<file path="config.mk">
export PLATFORM = sky130hd
export DESIGN_NAME = sram_arbiter
export DESIGN_NICKNAME = d
export VERILOG_FILES = /design/src/rtl/sram_arbiter.sv
export SDC_FILE = /design/constraint.sdc
export NUM_CORES = 1
export LEC_CHECK = 0
export BUFFER_PORTS_ARGS = -buffer_cell sky130_fd_sc_hd__buf_4
export CORE_AREA = 2 2 110 112
export DETAILED_ROUTE_END_ITERATION = 7
export DIE_AREA = 0 0 112 114
export GPL_ROUTABILITY_DRIVEN = 0
export MAX_ROUTING_LAYER = met4
export PLACE_DENSITY = 0.51
export SETUP_SLACK_MARGIN = 0.15
export SYNTH_ARGS = -nofsm -noshare
export SYNTH_HDL_FRONTEND = slang
export SYNTH_SLANG_ARGS = --single-unit
</file>
<file path="constraint.sdc">
create_clock -name ACLK -period 2.1 [get_ports ACLK]
set_input_delay 0.21 -clock ACLK [delete_from_list [all_inputs] [get_ports ACLK]]
set_output_delay 0.21 -clock ACLK [all_outputs]
set_load 0.02 [all_outputs]
</file>
<file path="src/rtl/sram_arbiter.sv">
// sram_arbiter: two-port arbiter in front of a single-port synchronous SRAM.
//
// Port 0 is the instruction side and port 1 is the data side. At most one port
// is granted per cycle. The grant is decided combinationally from the live
// request inputs and the registered arbitration state. A granted access drives
// the SRAM in the same cycle. Read data returns one cycle later on the port
// that issued the read.
//
// Ports
//   ACLK, ARESET       clock; synchronous active-high reset
//   reqN_i, weN_i      request and write select for port N (0 or 1)
//   addrN_i            word address for port N
//   wdataN_i, wstrbN_i write data and byte enables for port N
//   gntN_o             request of port N accepted this cycle
//   rvalidN_o          read data valid for port N
//   rdataN_o           read data for port N (0 when not valid)
//   CEB, WEB, A        SRAM chip enable (low), write enable (low), address
//   DI, BWEB           SRAM write data, bit write enable (low)
//   DO                 SRAM read data, valid one cycle after the read command
//
// Build option
//   SRAM_ARB_FIXED_PRIO_EN  port 1 wins every conflict and there is no
//                           round-robin pointer. The starvation guard still
//                           applies. Without the macro, conflicts are resolved
//                           round-robin.

module sram_arbiter #(
  parameter int unsigned ADDR_W   = 14,
  parameter int unsigned MAX_WAIT = 4
) (
  input  logic              ACLK,
  input  logic              ARESET,

  input  logic              req0_i,
  input  logic              we0_i,
  input  logic [ADDR_W-1:0] addr0_i,
  input  logic [31:0]       wdata0_i,
  input  logic [3:0]        wstrb0_i,

  input  logic              req1_i,
  input  logic              we1_i,
  input  logic [ADDR_W-1:0] addr1_i,
  input  logic [31:0]       wdata1_i,
  input  logic [3:0]        wstrb1_i,

  output logic              gnt0_o,
  output logic              gnt1_o,
  output logic              rvalid0_o,
  output logic              rvalid1_o,
  output logic [31:0]       rdata0_o,
  output logic [31:0]       rdata1_o,

  output logic              CEB,
  output logic              WEB,
  output logic [ADDR_W-1:0] A,
  output logic [31:0]       DI,
  output logic [31:0]       BWEB,
  input  logic [31:0]       DO
);

  localparam int unsigned WaitW = (MAX_WAIT < 1) ? 1 : $clog2(MAX_WAIT + 1);
  localparam logic [WaitW-1:0] WaitMax = WaitW'(MAX_WAIT);

  // Identifies the port that owns the read data arriving on DO this cycle.
  typedef enum logic [1:0] {
    TagNone,
    TagP0,
    TagP1
  } tag_e;

  tag_e             tag_q, tag_d;
  logic [WaitW-1:0] wait0_q, wait0_d;
  logic [WaitW-1:0] wait1_q, wait1_d;

  logic gnt0, gnt1, gnt_any;
  logic starve0, starve1;
  logic prefer0;  // on a plain conflict, 1 lets port 0 win

  // Starvation guard. A counter can only be at its limit if the port has
  // requested continuously, but the live request is still required.
  assign starve0 = req0_i && (wait0_q == WaitMax);
  assign starve1 = req1_i && (wait1_q == WaitMax);

`ifdef SRAM_ARB_FIXED_PRIO_EN
  assign prefer0 = 1'b0;
`else
  // Names the last winner: 1 means port 1. Reset to 1 so port 0 takes the
  // first conflict.
  logic last_q, last_d;
  assign prefer0 = last_q;

  always_comb begin
    last_d = last_q;
    if (gnt0) begin
      last_d = 1'b0;
    end else if (gnt1) begin
      last_d = 1'b1;
    end
  end

  always_ff @(posedge ACLK) begin
    if (ARESET) begin
      last_q <= 1'b1;
    end else begin
      last_q <= last_d;
    end
  end
`endif

  // Grant decision. Reset blocks all grants.
  always_comb begin
    gnt0 = 1'b0;
    gnt1 = 1'b0;
    if (!ARESET) begin
      if (starve0) begin
        gnt0 = 1'b1;  // also covers both counters at the limit
      end else if (starve1) begin
        gnt1 = 1'b1;
      end else if (req0_i && req1_i) begin
        gnt0 = prefer0;
        gnt1 = !prefer0;
      end else begin
        gnt0 = req0_i;
        gnt1 = req1_i;
      end
    end
  end

  assign gnt_any = gnt0 | gnt1;
  assign gnt0_o  = gnt0;
  assign gnt1_o  = gnt1;

  // SRAM command. Port 1 fields are used only when port 1 holds the grant.
  logic              sel_we;
  logic [3:0]        sel_strb;

  always_comb begin
    sel_we   = gnt1 ? we1_i    : we0_i;
    sel_strb = gnt1 ? wstrb1_i : wstrb0_i;
    A        = gnt1 ? addr1_i  : addr0_i;
    DI       = gnt1 ? wdata1_i : wdata0_i;
    CEB      = !gnt_any;
    WEB      = !(gnt_any && sel_we);
    BWEB     = '1;
    if (gnt_any && sel_we) begin
      for (int k = 0; k < 4; k++) begin
        BWEB[8*k +: 8] = {8{~sel_strb[k]}};
      end
    end
  end

  // Wait counters: count refused cycles while requesting and saturate at the
  // limit. Clear when the port is granted or stops requesting.
  always_comb begin
    wait0_d = wait0_q;
    if (!req0_i || gnt0) begin
      wait0_d = '0;
    end else if (wait0_q != WaitMax) begin
      wait0_d = wait0_q + WaitW'(1);
    end

    wait1_d = wait1_q;
    if (!req1_i || gnt1) begin
      wait1_d = '0;
    end else if (wait1_q != WaitMax) begin
      wait1_d = wait1_q + WaitW'(1);
    end
  end

  // The response tag loads on every cycle and is set only by a granted read.
  always_comb begin
    tag_d = TagNone;
    if (gnt0 && !we0_i) begin
      tag_d = TagP0;
    end else if (gnt1 && !we1_i) begin
      tag_d = TagP1;
    end
  end

  always_ff @(posedge ACLK) begin
    if (ARESET) begin
      tag_q   <= TagNone;
      wait0_q <= '0;
      wait1_q <= '0;
    end else begin
      tag_q   <= tag_d;
      wait0_q <= wait0_d;
      wait1_q <= wait1_d;
    end
  end

  // The tag still holds a read issued just before reset asserted. Gating with
  // ARESET drops that response.
  always_comb begin
    rvalid0_o = (tag_q == TagP0) && !ARESET;
    rvalid1_o = (tag_q == TagP1) && !ARESET;
    rdata0_o  = rvalid0_o ? DO : 32'h0;
    rdata1_o  = rvalid1_o ? DO : 32'h0;
  end

endmodule
</file>
==> impl_metrics.py <==
metrics = {
    "run_status": {
        "run_status": "finished, violations left",
        "violations": "setup timing",
    },
    "floorplan": {
        "dieArea_mm2": 0.0128,
        "fp.dieH_um": 114,
        "rows": 40,
        "die_x_um": 112,
        "start_util_pct": 15.9,
        "design.core.area_mm2": 0.0117,
        "ios": 286,
    },
    "clock_network": {
        "hold_buffers": 0,
        "cts_buffers": 3,
        "clockRootBuffer": "clkbuf_16",
        "htree_levels": 1,
        "clk_pin_slew_ns": 0.04,
        "clock-sinks": 9,
        "clk_latency_ns": 0.24,
        "cts_max_path_buffers": 2,
        "cts_tree": "built",
    },
    "drt": {
        "top_layer": "met4",
        "drtIter0Drc": 68,
        "ant_nets": 0,
        "drt_first_pass_iters": 4,
        "drc": 0,
        "wl_um": 9860,
        "wl_met2_um": 5110,
        "wire_per_inst_um": 15.0,
        "met1_length_um": 3980,
        "viasPerCell": 4.05,
        "wl_met3_um": 674,
        "vias": 2671,
    },
    "worst_setup_path": {
        "critPathCapture": "DI[21]",
        "r2r-end": "wait0_q[0]",
        "path_buf_inv": 6,
        "r2r-start": "wait0_q[0]",
        "crit_top_cell": "buf_6",
        "arrival_ns": 2.05,
        "end_kind": "primary output",
        "worstRegToRegCells": 12,
        "crit_fanout": 7,
        "crit_required_ns": 1.89,
        "path_class": "flip-flop to primary output",
        "rrSetupSlack_ns": 0.22,
        "max_stage_delay_ns": 0.33,
        "critPathSlowestCell": "dfxtp_2",
        "path_cells": "inv_2, ha_4, and3_4, a211oi_4, buf_6, buf_6, buf_6, buf_16, mux2_4, buf_6",
        "critPathLaunchType": "flip-flop",
        "cp.depth": 10,
        "cpLargestDelayFamily": "buffers and inverters",
        "critPathLaunch": "wait0_q[0]",
    },
    "placement": {
        "port_buffers": 285,
        "dp_hpwl_um": 7570,
    },
    "pwr": {
        "worst_ir_drop_vdd_uv": 200,
        "power_mw": 1.46,
        "p_leak_nw": 2.50,
        "p_per_area_mw_per_mm2": 294,
    },
    "synth": {
        "async_reset_ff_share_pct": 0,
        "netlist_instances": 227,
        "synth_nets": 369,
        "yosysSeqAreaShare_pct": 9.69,
        "syn_avg_cell_area_um2": 8.19,
        "synthesis.area_mm2": 0.00186,
        "ys.flop_type": "dfxtp_1",
        "ys_ff_latch": 9,
        "ys_types": 33,
        "synth_edf_count": 0,
        "ys_warn_count": 0,
    },
    "worst_hold_path": {
        "min-delay-start": "ARESET",
        "min_path_type": "input pin to flip-flop",
        "min_path_cells": 2,
    },
    "timing": {
        "worst_slew_pin_slew_ns": 0.409,
        "finalHoldViolations": 0,
        "slew_headroom_pct": 72.6,
        "clock_skew_ns": 0.00205,
        "setup_slack_ns": -0.156,
        "tns_ns": -6.37,
        "period_needed_ns": 2.26,
        "setup_viol": 79,
        "period_share_pct": 107,
        "slew_viol_final": 0,
        "clock.fmax_mhz": 443,
        "rsz0062_at_grt": "yes",
    },
    "grt": {
        "grt.total_usage_pct": 13.8,
        "grt_pass1_vias": 2520,
        "grt_overflow": 0,
        "antenna_found_initial": 0,
        "grt_max_degree": 34,
        "grt_pass1_wl_um": 13700,
    },
    "layout": {
        "nets": 655,
        "diodes": 0,
        "syn2layout_area_growth_pct": 167,
        "filler_cell_count": 1153,
        "final_util_pct": 42.3,
        "drive_gt1_share_pct": 78.9,
        "most-common-layout-cells": "251 x buf_4, 66 x and2_1, 62 x buf_6",
        "mostFrequentLayoutCell": "buf_4",
    },
    "run": {
        "cap_violations": 0,
    },
}
-- cells in the mapped netlist (2+ instances only) --
master / count / area [µm²]
and2_1: 66 / 413
mux2_2: 38 / 428
buf_4: 29 / 218
inv_1: 15 / 56.3
dfxtp_1: 9 / 180
mux2_1: 9 / 101
clkbuf_1: 6 / 22.5
a311oi_1: 5 / 43.8
a2111oi_0: 4 / 35.0
buf_6: 4 / 45.0
ha_1: 4 / 50.1
o22ai_1: 4 / 25.0
and3_1: 3 / 18.8
nor3_1: 3 / 15.0
nor3b_1: 3 / 22.5
a21o_1: 2 / 15.0
buf_2: 2 / 10.0
nand2_1: 2 / 7.51
nand2b_1: 2 / 12.5
nand3b_1: 2 / 15.0
nor2_1: 2 / 7.51
xnor2_1: 2 / 17.5
-- layout make-up --
| type | instances | area (µm²) | share of cell area (%) |
|---|---|---|---|
| Tap cell | 147 | 184 | 3.71 |
| Timing Repair Buffer | 323 | 2810 | 56.7 |
| Multi-Input combinational cell | 161 | 1640 | 33.2 |
| Sequential cell | 9 | 185 | 3.74 |
| Clock buffer | 4 | 78.8 | 1.59 |
| Inverter | 15 | 56.3 | 1.14 |
-- logic make-up (layout without fill, tap and decap cells) --
group	after synthesis	in the layout	synth area share (%)
AND/OR/NAND/NOR	85	85	28.2
buffers and inverters	57	342	19.2
multiplexers	48	48	29.0
AO/OA/AOI/OAI	22	22	10.3
flip-flops	9	9	9.69
adder cells (fa/ha/maj)	4	4	2.69
XOR/XNOR	2	2	0.942
-- through the flow --
stage / setup WS [ns] / cells / area (µm²) / hold WS, ns
floorplan: 0.113 / 227 / 2080 / 0.296
global placement: 0.0764 / 630 / 4160 / 0.448
detailed placement: 0.0482 / 630 / 4160 / 0.457
CTS: -0.157 / 654 / 4770 / 0.214
global route: -0.223 / 659 / 4960 / 0.227
finish: -0.156 / 659 / 4960 / 0.214
-- per-layer routing --
layer	global-route usage (%)	up-vias
met5	-	-
met4	3.66	0
met3	2.02	5
met2	23.7	122
met1	17.2	1234
li1	-	1310
-- state kept, by name, summed over array words and instances, names as in the netlist --
name	flops
tag_q	2
wait1_q	3
wait0_q	3
last_q	1
-- repair_timing --
action,4_1_cts,5_1_grt
buffers inserted,16,4
cloned,4,1
setup endpoints to repair,81,82
gates resized for setup,78,26
pin swaps,6,8
-- how the worst min path moves through the flow --
stage / slack [ns] / endpoint
after floorplan: 0.30 / last_q
after global placement: 0.45 / last_q
after detailed placement: 0.46 / last_q
after CTS: 0.21 / last_q
after global routing: 0.23 / last_q
final: 0.21 / last_q
-- where the power goes --
part           total, mW  switching [mW]  leakage, nW  internal [mW]
Sequential         0.180         0.00342       0.0752          0.177
Combinational      0.936           0.398         2.39          0.538
Clock              0.342          0.0876       0.0382          0.254
Power figures use the tool's default switching activity.
